**src/rtl/wos_pkg.sv**
```systemverilog
// Shared types for the weighted-order-statistics demo:
// batch FSM states and default datapath widths.
package wos_pkg;

  localparam int DATA_BITS_DEF = 8;
  localparam int ADDR_BITS_DEF = 8;

  typedef enum logic [2:0] {
    IDLE,
    PRIME,
    STREAM,
    FLUSH,
    DONE
  } wos_state_e;

endpackage

```
**src/rtl/wos_wrap_counter.sv**
```systemverilog
// Up/down pulse counter wrapping modulo N.
// Opposing pulses in the same cycle cancel.
module wos_wrap_counter #(
  parameter int W = 8,
  parameter int N = 255
) (
  input  logic         clk,
  input  logic         rst,
  input  logic         en,
  input  logic         up,
  input  logic         down,
  output logic [W-1:0] value
);

  localparam logic [W-1:0] MAX = W'(N - 1);

  always_ff @(posedge clk or negedge rst) begin
    if (!rst) begin
      value <= '0;
    end else if (en && (up ^ down)) begin
      if (up)
        value <= (value == MAX) ? '0 : value + 1'b1;
      else
        value <= (value == '0) ? MAX : value - 1'b1;
    end
  end

endmodule

```
**src/rtl/wos_batch_sequencer.sv**
```systemverilog
// Batch controller: streams ROM samples through the
// rank filter, flushes it and stores every result.
import wos_pkg::*;

module wos_batch_sequencer #(
  parameter int DATA_BITS   = DATA_BITS_DEF,
  parameter int ADDR_BITS   = ADDR_BITS_DEF,
  parameter int NUM_SAMPLES = 255,
  parameter int FILTER_LAT  = 1,
  parameter logic [DATA_BITS-1:0] PAD_VALUE = '0
) (
  input  logic                 clk,
  input  logic                 rst,
  input  logic                 start,
  input  logic                 key_up,
  input  logic                 key_down,
  output logic [ADDR_BITS-1:0] rom_addr,
  input  logic [DATA_BITS-1:0] rom_data,
  output logic                 filt_en,
  output logic [DATA_BITS-1:0] filt_in,
  input  logic [DATA_BITS-1:0] filt_out,
  output logic                 ram_we,
  output logic [ADDR_BITS-1:0] ram_waddr,
  output logic [DATA_BITS-1:0] ram_wdata,
  output logic [ADDR_BITS-1:0] view_addr,
  output logic                 busy,
  output logic                 done
);

  localparam int CW = ADDR_BITS + 4;
  localparam logic [CW-1:0] LAST_S = CW'(NUM_SAMPLES - 1);
  localparam logic [CW-1:0] LAST_F =
    CW'(NUM_SAMPLES + FILTER_LAT - 1);
  localparam logic [CW-1:0] LAT_C = CW'(FILTER_LAT);

  wos_state_e    state;
  logic [CW-1:0] n;
  logic          armed;
  logic [2:0]    key_now;
  logic [2:0]    key_p;
  logic [2:0]    pulse;
  logic          lat_ok;
  logic          browse;

  assign key_now = {start, key_up, key_down};
  assign pulse   = armed ? (key_now & ~key_p) : 3'b000;

  // First clock after reset only samples the keys, so a key
  // held through reset produces no pulse.
  always_ff @(posedge clk or negedge rst) begin
    if (!rst) begin
      armed <= 1'b0;
      key_p <= 3'b000;
    end else begin
      armed <= 1'b1;
      key_p <= key_now;
    end
  end

  always_ff @(posedge clk or negedge rst) begin
    if (!rst) begin
      state    <= IDLE;
      rom_addr <= '0;
      n        <= '0;
      filt_en  <= 1'b0;
      busy     <= 1'b0;
      done     <= 1'b0;
    end else begin
      unique case (state)
        IDLE, DONE: begin
          if (pulse[2]) begin
            state    <= PRIME;
            rom_addr <= '0;
            busy     <= 1'b1;
            done     <= 1'b0;
          end
        end
        PRIME: begin
          state    <= STREAM;
          rom_addr <= rom_addr + 1'b1;
          n        <= '0;
          filt_en  <= 1'b1;
        end
        STREAM: begin
          rom_addr <= rom_addr + 1'b1;
          n        <= n + 1'b1;
          if (n == LAST_S) begin
            if (FILTER_LAT == 0) begin
              state   <= DONE;
              filt_en <= 1'b0;
              busy    <= 1'b0;
              done    <= 1'b1;
            end else begin
              state <= FLUSH;
            end
          end
        end
        FLUSH: begin
          n <= n + 1'b1;
          if (n == LAST_F) begin
            state   <= DONE;
            filt_en <= 1'b0;
            busy    <= 1'b0;
            done    <= 1'b1;
          end
        end
        default: begin
          state   <= IDLE;
          filt_en <= 1'b0;
          busy    <= 1'b0;
          done    <= 1'b0;
        end
      endcase
    end
  end

  generate
    if (FILTER_LAT == 0) begin : g_nolat
      assign lat_ok = 1'b1;
    end else begin : g_lat
      assign lat_ok = (n >= LAT_C);
    end
  endgenerate

  // Results lag their samples by FILTER_LAT enables.
  assign ram_we    = filt_en & lat_ok;
  assign ram_waddr = ram_we ? ADDR_BITS'(n - LAT_C) : '0;
  assign ram_wdata = ram_we ? filt_out : '0;

  always_comb begin
    filt_in = '0;
    if (filt_en)
      filt_in = (state == FLUSH) ? PAD_VALUE : rom_data;
  end

  assign browse = (state == IDLE) || (state == DONE);

  wos_wrap_counter #(
    .W (ADDR_BITS),
    .N (NUM_SAMPLES)
  ) u_view (
    .clk   (clk),
    .rst   (rst),
    .en    (browse),
    .up    (pulse[1]),
    .down  (pulse[0]),
    .value (view_addr)
  );

endmodule

```
**config.mk**
```make
export PLATFORM = sky130hd
export DESIGN_NAME = wos_batch_sequencer
export DESIGN_NICKNAME = d
export VERILOG_FILES = /design/src/rtl/wos_pkg.sv /design/src/rtl/wos_wrap_counter.sv /design/src/rtl/wos_batch_sequencer.sv
export SDC_FILE = /design/constraint.sdc
export NUM_CORES = 1
export LEC_CHECK = 0
export BUFFER_PORTS_ARGS = -buffer_cell sky130_fd_sc_hd__buf_4
export CORE_ASPECT_RATIO = 1.75
export CORE_MARGIN = 5
export CORE_UTILIZATION = 30
export CTS_CLUSTER_SIZE = 10
export DETAILED_ROUTE_END_ITERATION = 12
export PLACE_DENSITY_LB_ADDON = 0.3
export SLEW_MARGIN = 30
export SYNTH_ARGS = -nofsm -noshare
export SYNTH_HDL_FRONTEND = slang
export SYNTH_HIERARCHICAL = 1
export SYNTH_SLANG_ARGS = --single-unit
```
**constraint.sdc**
```tcl
create_clock -name clk -period 6.6 [get_ports clk]
set_clock_uncertainty 0.1 [all_clocks]
set_input_delay 0.99 -clock clk [delete_from_list [all_inputs] [get_ports clk]]
set_output_delay 0.99 -clock clk [all_outputs]
set_load 0.01 [all_outputs]
```
[Word-level counts from Yosys, hierarchy flattened]
Index checks and enable logic that the tools add are counted.
Storage, ports and cells
  output and inout bits: 44
  flip-flop bits (word level): 38
  input port bits: 21
  word-level logic and storage cells: 67
Cells by class
  order comparisons: 1
  equal/unequal tests: 10
  reduce and logical (&&, ||, !) cells: 14
  muxes and demuxes: 22
  bitwise gates (word level): 6
  add/subtract/negate cells: 5
Operators with widths (count)
  $mux 8: 8
  $eq 12x8->1 const B: 2
  $pmux 12 s2: 1
  $add 8x1->8 const B: 2
  $pmux 8 s2: 1
  $sub 8x1->8 const B: 2
  $add 12x1->12 const B: 1
  $ge 12x1->1 const B: 1
  $mux 3: 4
  $pmux 3 s4: 1
  $pmux 1 s3: 3
  $eq 8x8->1 const B: 1
  $logic_not 8->1: 1
  $eq 3x2->1 const B: 2
  $ne 2x2->1 const B: 3
  $reduce_and 3->1: 2
  $reduce_or 2->1: 3
  $mux 1: 4
  $reduce_and 2->1: 2
  $reduce_bool 2->1: 2
  $and 3x3->3: 1
  $eq 3x1->1 const B: 1
  $eq 3x3->1 const B: 1
  $logic_not 3->1: 1
  other kinds (7): 8

[Depth between registers and ports, before layout]
Gate-level depths: netlist of run 1.
  word-level depth: 5
  gate-level depth with buffers: 7
  depth with buffers taken out: 6

[By module]
Netlist of run 1, hierarchy kept.
Modules (own cells, without submodules)
  wos_batch_sequencer: cells each 208, instances 1, area each 1798.0 um^2, seq. area each 750.7 um^2
  wos_wrap_counter: cells each 92, instances 1, area each 740.7 um^2, seq. area each 200.2 um^2

[Least setup slack after synthesis of run 1]
Ideal clock, no wire load.
  kind: reg2out
  from: reg n[9]
  to: out ram_wdata[0]
  buffers on the path: 0
  data required time: 5.510 ns
  arrival: 1.888 ns
  setup slack: 3.622 ns
  stages on the path, launching flop included: 6
  cell sequence: dfrtp_1 -> or4_4 -> or4_4 -> o21ai_4 -> inv_4 -> and2_1
On the way
  longest elaborated chain between the ends: 3
RTL lines
  start: declaration: line wos_batch_sequencer.sv:37  | logic [CW-1:0] n;
  start signal: assignment: line wos_batch_sequencer.sv:86  | n <= n + 1'b1;
  start signal: assignment: line wos_batch_sequencer.sv:99  | n <= n + 1'b1;
  $ge 12x1->1: line wos_batch_sequencer.sv:121  | assign lat_ok = (n >= LAT_C);
  $and 1x1->1: line wos_batch_sequencer.sv:126  | assign ram_we = filt_en & lat_ok;
  named net ram_we: line wos_batch_sequencer.sv:22  | output logic ram_we,
  $mux 8: line wos_batch_sequencer.sv:128  | assign ram_wdata = ram_we ? filt_out : '0;
  end: declaration: line wos_batch_sequencer.sv:24  | output logic [DATA_BITS-1:0] ram_wdata,
The timed path passes the listed nets, and every way through them passes these cells.

[Worst setup path after layout of run 1]
  from: reg n[9]
  to: out ram_wdata[5]
On the way
  longest elaborated chain between the ends: 3
RTL lines (line)
  $ge 12x1->1: wos_batch_sequencer.sv:121
  $and 1x1->1: wos_batch_sequencer.sv:126
  $mux 8: wos_batch_sequencer.sv:128
Every way passes these cells.

==> qor.yml, run 1 <==
timing:
  timing.fmax_ghz: 0.2873
  min_period_ns: 3.481
  worst_pin_slew_ns: 0.7601
  finalSetupViolCount: 0
  period_share: 0.5274
  rsz0062_at_grt: "no"
  hold_viol: 0
  slew_headroom: 0.4914
  final.setup.tns_ns: 0
  slew_violations: 0
drt:
  drt-total-wl_um: 7013
  drc_errors: 0
  post_drt_wl_per_cell_um: 15.05
  vias: 2454
  final_antenna_net_count: 0
  vias_per_cell: 5.266
  first_iter_violations: 87
  first_pass_iters: 4
cells_and_area:
  final_common_cell: "buf_4"
  mostFrequentLayoutCells: "buf_4, dfrtp_1, nor2_1"
  fin_nets: 382
  antennaDiodeCount: 0
  drive_above_1_share: 0.2336
  syn2layout_area_growth_pct: 26.96
  finalInstanceArea_um2: 3223
  fill_cells: 859
floorplanning:
  start_util: 0.3054
  die_w_um: 79.54
  io_pins: 65
  rows: 44
  die_area_um2: 10470
  core-area_um2: 8313
  die_height_um: 131.7
synth:
  syn_inst: 300
  yosysSeqAreaShare: 0.3746
  ys_ff_latch: 38
  syn_area_um2: 2539
  syn_nets: 330
  synthFlopType: "dfrtp_1"
  avgSynthCellArea_um2: 8.462
  async_flop_share: 1.000
  ys_types: 57
  synth_edf_count: 0
  ys_warn_count: 6
grt:
  overflow: 0
  met1_usage: 0.1456
  grt_pass1_wl_um: 11780
  antenna_found_initial: 0
  first_global_vias: 2474
  grt_max_degree: 39
  busiest_layer: "met2"
  use_met3: 0.02055
  met2_usage: 0.2577
  grt_util_all_layers: 0.1377
clock_tree:
  post_cts_resized: 0
  hold_buffers: 0
  clock_tree.buffer_depth: 2
  htree_num_levels: 2
  cts.sink_count: 38
  postCtsSetupRepairBufs: 0
  cts_tree: "done"
  clkTransAtPathRegs_ns: 0.06
  insertion_delay_ns: 0.28
  numCtsBuffers: 5
  root_buffer: "clkbuf_16"
setup_path:
  critical_path.cell_chain: "or4_4, or4_4, o21ai_4, inv_4, and2_1, buf_4"
  critPathLaunchType: "flip-flop"
  crit_type: "reg2out"
  cp_common_cell: "or4_4"
  worstPathArrival_ns: 2.39
  slowest_delay_ns: 0.59
  slowest_stage: "or4_4"
  required_ns: 5.51
  worstPathMaxFanout: 9
  cp-end-kind: "output port"
pwr:
  power_density_nw_per_um2: 458.4
  power_leakage_nw: 1.446
  vdd_drop_max_v: 0.0001353
run:
  maxCapViolCount: 0
placed_design:
  numPortBuffers: 64
  dp_hpwl_um: 5150
  routabilityCongestion: 0.9043
  placed_cell_area_um2: 3084
worst_hold_path:
  hp-class: "reg2reg"
run_status:
  run_status: "complete, no violations"
[metal layers]
metal / wire [um] / up-vias
met1: 2627 / 1196
met3: 296 / 12
met5: 0 / -
met2: 3900 / 65
li1: - / 1181
met4: 188 / 0
[flip-flops by register name, indices dropped and copies added, names as in the netlist]
signal and flops:
u_view/value 8, done 1, filt_en 1, state 3, armed 1, key_p 3, busy 1, rom_addr 8
n 12
[logic make-up after synthesis]
family | Yosys count | share of synthesized area
and+or+nand+nor | 129 | 0.2795
muxes | 3 | 0.01281
xor gates and xnor gates | 10 | 0.03450
buffers and inverters | 32 | 0.05125
adders and majority gates | 9 | 0.04436
DFF | 38 | 0.3746
other | 1 | 0.001477
AOI/OAI and AO/OA | 78 | 0.2016
[critical path: cells and delay by family (launching register included)]
kind / cells / cell delay, ns
simple gates: 3 / 1.20
flops: 1 / 0.41
buf+inv: 2 / 0.22
compound gates: 1 / 0.27
[area by class of cell]
type	instances	area, um2	share of cell area
Clock buffer	6	138.9	0.04309
Inverter	13	51.30	0.01592
Multi-Input combinational cell	230	1458	0.4523
Sequential cell	38	950.9	0.2950
Tap cell	115	143.9	0.04464
Timing Repair Buffer	64	480.5	0.1491
[cells in the mapped netlist, types with 8 or more instances]
cell type   n  share of area
a21oi_1     8          0.016
and2_1     15          0.037
and3_1      8          0.020
clkbuf_1   15          0.022
dfrtp_1    38           0.37
ha_1        9          0.044
inv_1      12          0.018
nand2_1    23          0.034
nand3_1    10          0.020
nor2_1     28          0.041
nor4_1      9          0.022
o21ai_0    27          0.053
xnor2_1     9          0.031
[worst paths after layout]
path                       startpoint         endpoint  slack, ns  cells after the start
setup reg to reg                armed  u_view/value[4]       4.19                      6
hold / removal                  n[11]            n[11]       0.43                      1
hold reg to reg                 n[11]            n[11]       0.43                      1
setup / recovery                 n[9]     ram_wdata[5]       3.12                      6
max in group asynchronous         rst             done       5.46                      1
min in group asynchronous         rst  u_view/value[5]       0.58                      1
[power by group]
group / switching (mW) / internal (mW) / total [mW]
sequential: 0.145 / 0.302 / 0.448
clock: 0.0897 / 0.146 / 0.236
combinational: 0.408 / 0.386 / 0.794
total: 0.643 / 0.834 / 1.48
[per-stage QoR]
stage          utilization  std cells  hold slack (ns)  total power, mW  setup slack, ns
5_1_grt             0.3877        466           0.4620            1.601            2.937
3_3_place_gp        0.3710        460           0.4105            1.242            3.470
4_1_cts             0.3877        466           0.4269            1.494            3.109
6_report            0.3877        466           0.4257            1.477            3.119
3_5_place_dp        0.3710        460           0.4145            1.252            3.409
2_1_floorplan            -        300           0.3860           0.9232            3.622
(Power assumes the default switching activity.)
==> run 2, diff against run 1 <==
==> constraint.sdc (replaced) <==
create_clock -name clk -period 3.4 [get_ports clk]
set_clock_uncertainty 0.1 [all_clocks]
set_input_delay 0.51 -clock clk [delete_from_list [all_inputs] [get_ports clk]]
set_output_delay 0.51 -clock clk [all_outputs]
set_load 0.01 [all_outputs]
==> run 2 against run 1 <==
  * Via count increased by 2.0%
  * Final area grew 0.97%
  * Setup slack worse by 2.7 ns
  * Flip-flop and latch count stayed put
  * Sequential share of layout area shrank 0.28 points
  * Combinational power grew 95%
  * Core utilization up 0.38 points
  * Global-route usage is 0.14 points lower
  * Final cell count up 1.1%
  * Critical path depth unchanged
  * First-iteration DRC count is 13% higher
  * Critical path type unchanged
  * Critical endpoint is now ram_wdata[1]
  * Largest power group unchanged
  * Highest routed layer unchanged
==> qor.yml, run 2 (synthesized netlist as in run 1, its figures left out) <==
cells_and_area:
  finalInstanceArea_um2: 3254  # was 3223 um2
  final_common_cell: "buf_4"  # unchanged
  fin_nets: 385  # was 382
  syn2layout_area_growth_pct: 28.19  # was 26.96%
  fill_cells: 877  # was 859
  antennaDiodeCount: 0  # unchanged
  drive_above_1_share: 0.2416  # was 0.2336
  largest_reg_flops: 12  # unchanged
  largest_register: "n"  # unchanged
  mostFrequentLayoutCells: "buf_4, dfrtp_1, nor2_1"  # unchanged
  multiInputGateArea_um2: 1458  # unchanged
  top_regs: "n: 12 flops, rom_addr: 8 flops, u_view/value: 8 flops"  # unchanged
  regArea_um2: 950.9  # unchanged
pwr:
  swShare: 0.4356  # was 0.4355
  p_comb_frac: 0.536  # was 0.537
  power.switching_mw: 1.263  # was 0.6434 mW
  power_leakage_nw: 1.465  # was 1.446 nW
  vdd_drop_max_v: 0.0002516  # was 0.0001353 V
  power_frac_seq: 0.300  # was 0.303
  p_int_mw: 1.636  # was 0.8340 mW
  clock_power_share: 0.164  # was 0.160
  power_density_nw_per_um2: 890.9  # was 458.4 nW/um2
grt:
  overflow: 0  # unchanged
  grt_pass1_wl_um: 11720  # was 11780 um
  first_global_vias: 2481  # was 2474
  grt_max_degree: 39  # unchanged
  grt_util_all_layers: 0.1363  # was 0.1377
  antenna_found_initial: 0  # unchanged
floorplanning:
  core-area_um2: 8313  # unchanged
  die_w_um: 79.54  # unchanged
  die_area_um2: 10470  # unchanged
  io_pins: 65  # unchanged
  start_util: 0.3054  # unchanged
  rows: 44  # unchanged
  die_height_um: 131.7  # unchanged
setup_path:
  startpoint: "n[9]"  # unchanged
  critPathLaunchType: "flip-flop"  # unchanged
  crit_type: "reg2out"  # unchanged
  cp-end-kind: "output port"  # unchanged
  required_ns: 2.79  # was 5.51 ns
  worstPathMaxFanout: 9  # unchanged
  worstPathArrival_ns: 2.37  # was 2.39 ns
  worst_r2r_startpoint: "u_view/value[0]"  # was armed
clock_tree:
  htree_num_levels: 2  # unchanged
  root_buffer: "clkbuf_16"  # unchanged
  cts.sink_count: 38  # unchanged
  clkTransAtPathRegs_ns: 0.06  # about the same
  hold_buffers: 0  # unchanged
  postCtsSetupRepairBufs: 0  # unchanged
  numCtsBuffers: 5  # unchanged
  post_cts_resized: 0  # unchanged
  insertion_delay_ns: 0.28  # about the same
  clock_tree.buffer_depth: 2  # unchanged
  cts_tree: "done"  # unchanged
run:
  maxCapViolCount: 0  # unchanged
timing:
  slew_violations: 0  # unchanged
  timing.fmax_ghz: 0.3354
  final.setup.tns_ns: 0  # unchanged
  finalSetupViolCount: 0  # unchanged
  worst_pin_slew_ns: 0.7305  # was 0.7601 ns
  min_period_ns: 2.981
  rsz0062_at_grt: "no"  # unchanged
  slew_headroom: 0.5086  # was 0.4914
  setup_slack_ns: 0.4185  # was 3.119 ns
  period_share: 0.8769
  hold_viol: 0  # unchanged
drt:
  first_iter_violations: 98  # was 87
  post_drt_wl_per_cell_um: 15.01  # was 15.05 um
  first_pass_iters: 4  # unchanged
  drc_errors: 0  # unchanged
  drt-total-wl_um: 7070  # was 7013 um
  final_antenna_net_count: 0  # unchanged
  vias: 2502  # was 2454
  vias_per_cell: 5.312  # was 5.266
worst_hold_path:
  hp-class: "in2async"  # was reg2reg
placed_design:
  routabilityCongestion: 0.9145  # was 0.9043
  numPortBuffers: 64  # unchanged
  dp_slack_ns: 0.7054  # was 3.409 ns
  dp_hpwl_um: 5122  # was 5150 um
  placed_cell_area_um2: 3107  # was 3084 um2
run_status:
  run_status: "complete, no violations"  # unchanged
==> run 2: cell count changes in the layout (fill, tap and decap cells not counted) <==
cell      change
buf_4         +3
clkbuf_1      +1
clkinv_2      +1
==> run 2: path summary, 6_finish.rpt <==
| kind | end | slack, ns | depth (start not counted) |
|---|---|---|---|
| max | ram_wdata[1] | 0.42 | 6 |
| min | u_view/value[5] | 0.1 | 1 |
| max reg2reg | u_view/value[5] | 1.14 | 6 |
| min reg2reg | n[11] | 0.42 | 1 |
| max in group asynchronous | u_view/value[0] | 2.73 | 1 |
| min in group clk | key_p[1] | 0.24 | 1 |
==> run 2: critical path, stage by stage, from the launching register on <==
cell     delay (ns)
dfrtp_1        0.41
or4_4          0.58
or4_4          0.44
o21ai_4        0.27
inv_4          0.08
and2_1         0.17
buf_4          0.14
==> run 2: layout make-up <==
class                      instances  share of cell area
sequential                        38              0.2922
inverter                          13             0.01576
timing repair buffer              67              0.1546
clock buffer                       7             0.04383
tap                              115             0.04421
multi-input combinational        230              0.4479
clock inverter                     1            0.001538
==> run 2: per-layer routing <==
layer  part of all wire  track usage  wire length (um)  up-vias
met5                  0            0                 0        -
met4              0.030      0.06597               210        0
met3              0.050      0.02671               355       20
met2               0.55       0.2502              3879       72
met1               0.37       0.1430              2625     1224
li1                   -            -                 -     1186
==> run 2: metrics by stage <==
stage               cells  hold slack (ns)    util  total power [mW]
floorplan             300           0.1144       -             1.792
global placement      463           0.4083  0.3737             2.424
detailed placement    463           0.4129  0.3737             2.442
CTS                   471           0.1211  0.3915             2.926
global route          471           0.1488  0.3915             3.123
finish                471          0.09926  0.3915             2.899
==> run 2: power groups by stage <==
stage	Combinational, mW	Sequential, mW	Clock [mW]
finish	1.55	0.871	0.475
global route	1.72	0.903	0.499
CTS	1.57	0.868	0.487
detailed placement	1.57	0.874	0
global placement	1.55	0.873	0
floorplan	1.03	0.765	0
==> run 3, diff against run 2 <==
--- a/config.mk
+++ b/config.mk
@@ -7,11 +7,12 @@
 export LEC_CHECK = 0
 export BUFFER_PORTS_ARGS = -buffer_cell sky130_fd_sc_hd__buf_4
 export CORE_ASPECT_RATIO = 1.75
-export CORE_MARGIN = 5
+export CORE_MARGIN = 2
 export CORE_UTILIZATION = 30
 export CTS_CLUSTER_SIZE = 10
 export DETAILED_ROUTE_END_ITERATION = 12
 export PLACE_DENSITY_LB_ADDON = 0.3
+export RECOVER_POWER = 100
 export SLEW_MARGIN = 30
 export SYNTH_ARGS = -nofsm -noshare
 export SYNTH_HDL_FRONTEND = slang
==> run 3 against run 2 <==
  * The run now ends with max-capacitance violations, max-slew violations left
  * Critical path depth is the same
  * Non-clock buffer count shrank 1
  * Count of clock-buffer cells in the layout shrank 1
  * First-iteration DRC count shrank 9.2%
  * Via count shrank 1.7%
  * Clock power grew 30%
  * Sequential share of layout area grew 0.98 points
  * Hold slack gained 0.17 ns
  * Global-route usage grew 1.9 points
  * Power is essentially flat
  * Maximum frequency shrank 3.5%
  * Largest power group unchanged
==> qor.yml, run 3 (synthesized netlist as in run 1, its figures left out) <==
run_status:
  run_status: "finished, violations left"  # was complete, no violations
  violations: "max-capacitance violations, max-slew violations"
pwr:
  vdd_drop_max_v: 0.0002947  # was 0.0002516 V
  power_density_nw_per_um2: 920.8  # was 890.9 nW/um2
  power_leakage_nw: 1.362  # was 1.465 nW
  total_power_mw: 2.900  # was 2.899 mW
timing:
  timing.fmax_ghz: 0.3235  # was 0.3354 GHz
  slew_violations: 39  # was 0
  setup_slack_ns: 0.3092  # was 0.4185 ns
  rsz0062_at_grt: "no"  # unchanged
  whs_ns: 0.2726  # was 0.09926 ns
  min_period_ns: 3.091  # was 2.981 ns
  period_share: 0.9091  # was 0.8769
  slew_headroom: -0.3851  # was 0.5086
  finalSetupViolCount: 0  # unchanged
  hold_viol: 0  # unchanged
  worst_pin_slew_ns: 2.078  # was 0.7305 ns
  final.setup.tns_ns: 0  # unchanged
placed_design:
  routabilityCongestion: 0.9225  # was 0.9145
  placed_cell_area_um2: 3070  # was 3107 um2
  placedCellCount: 439  # was 463
  dp_hpwl_um: 5195  # was 5122 um
  dp_slack_ns: 0.6963  # was 0.7054 ns
  numPortBuffers: 64  # unchanged
drt:
  drt-total-wl_um: 6994  # was 7070 um
  vias_per_cell: 5.501  # was 5.312
  final_antenna_net_count: 0  # unchanged
  first_iter_violations: 89  # was 98
  first_pass_iters: 6  # was 4
  drc_errors: 0  # unchanged
  post_drt_wl_per_cell_um: 15.65  # was 15.01 um
  vias: 2459  # was 2502
grt:
  first_global_vias: 2453  # was 2481
  use_met3: 0.02160  # was 0.02671
  grt_util_all_layers: 0.1551  # was 0.1363
  overflow: 0  # unchanged
  grt_pass1_wl_um: 11560  # was 11720 um
  grt_max_degree: 39  # unchanged
  met1_usage: 0.1727  # was 0.1430
  antenna_found_initial: 0  # unchanged
  met2_usage: 0.2847  # was 0.2502
  busiest_layer: "met2"  # unchanged
setup_path:
  required_ns: 2.79  # about the same
  worstPathArrival_ns: 2.48  # was 2.37 ns
  crit_type: "reg2out"  # unchanged
  cp-end-kind: "output port"  # unchanged
  worstPathMaxFanout: 9  # unchanged
  critPathLaunchType: "flip-flop"  # unchanged
cells_and_area:
  finalInstanceArea_um2: 3149  # was 3254 um2
  mostFrequentLayoutCells: "dfrtp_1, buf_4, clkbuf_1"  # was buf_4, dfrtp_1, nor2_1
  largest_register: "n"  # unchanged
  drive_above_1_share: 0.1465  # was 0.2416
  antennaDiodeCount: 0  # unchanged
  fin_util: 0.3814  # was 0.3915
  syn2layout_area_growth_pct: 24.05  # was 28.19%
  fin_nets: 384  # was 385
  stdcell_count: 447  # was 471
  final_common_cell: "dfrtp_1"  # was buf_4
  top_regs: "n: 12 flops, rom_addr: 8 flops, u_view/value: 8 flops"  # unchanged
  largest_reg_flops: 12  # unchanged
clock_tree:
  numCtsBuffers: 5  # unchanged
  root_buffer: "clkbuf_16"  # unchanged
  hold_buffers: 0  # unchanged
  htree_num_levels: 2  # unchanged
  insertion_delay_ns: 0.28  # about the same
  cts_tree: "done"  # unchanged
  clock_tree.buffer_depth: 2  # unchanged
  post_cts_resized: 0  # unchanged
  clkTransAtPathRegs_ns: 0.06  # about the same
  postCtsSetupRepairBufs: 0  # unchanged
  cts.sink_count: 38  # unchanged
floorplanning:
  core-area_um2: 8258  # was 8313 um2
  die_height_um: 125.7  # was 131.7 um
  io_pins: 65  # unchanged
  rows: 44  # unchanged
  die_area_um2: 9243  # was 10470 um2
  die_w_um: 73.54  # was 79.54 um
  start_util: 0.3074  # was 0.3054
run:
  maxCapViolCount: 1  # was 0
worst_hold_path:
  hp-class: "in2reg"  # was in2async
[run 3: cell types whose count changed in the layout (fill, tap and decap cells not counted), sizes merged]
cell    delta
clkbuf    +30
bufinv     +2
clkinv     -1
buf       -32
[run 3: area by class of cell]
cell class | instances | area, um2
fillers | 899 | 5109
multi-input cells | 230 | 1446
flip-flops and latches | 38 | 950.9
repair buffers | 66 | 386.6
clock buffers | 6 | 138.9
well taps | 92 | 115.1
clock inverters | 2 | 60.06
inverters | 13 | 51.30
[run 3: per-layer routing]
metal  vias up  share of wire  routed length [um]
met5         -              0                   0
met1      1209           0.39                2743
met4         0          0.026                 183
met3        15          0.020                 137
met2        48           0.56                3930
li1       1187              -                   -
[run 3: final timing paths]
kind | from | to | slack [ns] | cells after the start
max reg2reg | u_view/value[0] | u_view/value[4] | 1.09 | 6
max in group asynchronous | rst | n[7] | 1.28 | 1
min in group asynchronous | rst | rom_addr[0] | 0.73 | 1
min | key_up | key_p[1] | 0.27 | 1
min reg2reg | n[11] | n[11] | 0.42 | 1
max | n[9] | ram_wdata[0] | 0.31 | 6
[run 3: power by group]
| group | internal (mW) | switching, mW | total (mW) |
|---|---|---|---|
| clock network | 0.440 | 0.178 | 0.619 |
| registers | 0.586 | 0.285 | 0.871 |
| logic | 0.608 | 0.802 | 1.41 |
| total | 1.64 | 1.26 | 2.90 |
[run 3: worst max-delay path: stages (launching register included)]
cell and delay (ns):
dfrtp_1 0.41, or4_1 0.63, or4_1 0.48, o21ai_4 0.29, inv_4 0.08, and2_0 0.17
buf_4 0.14
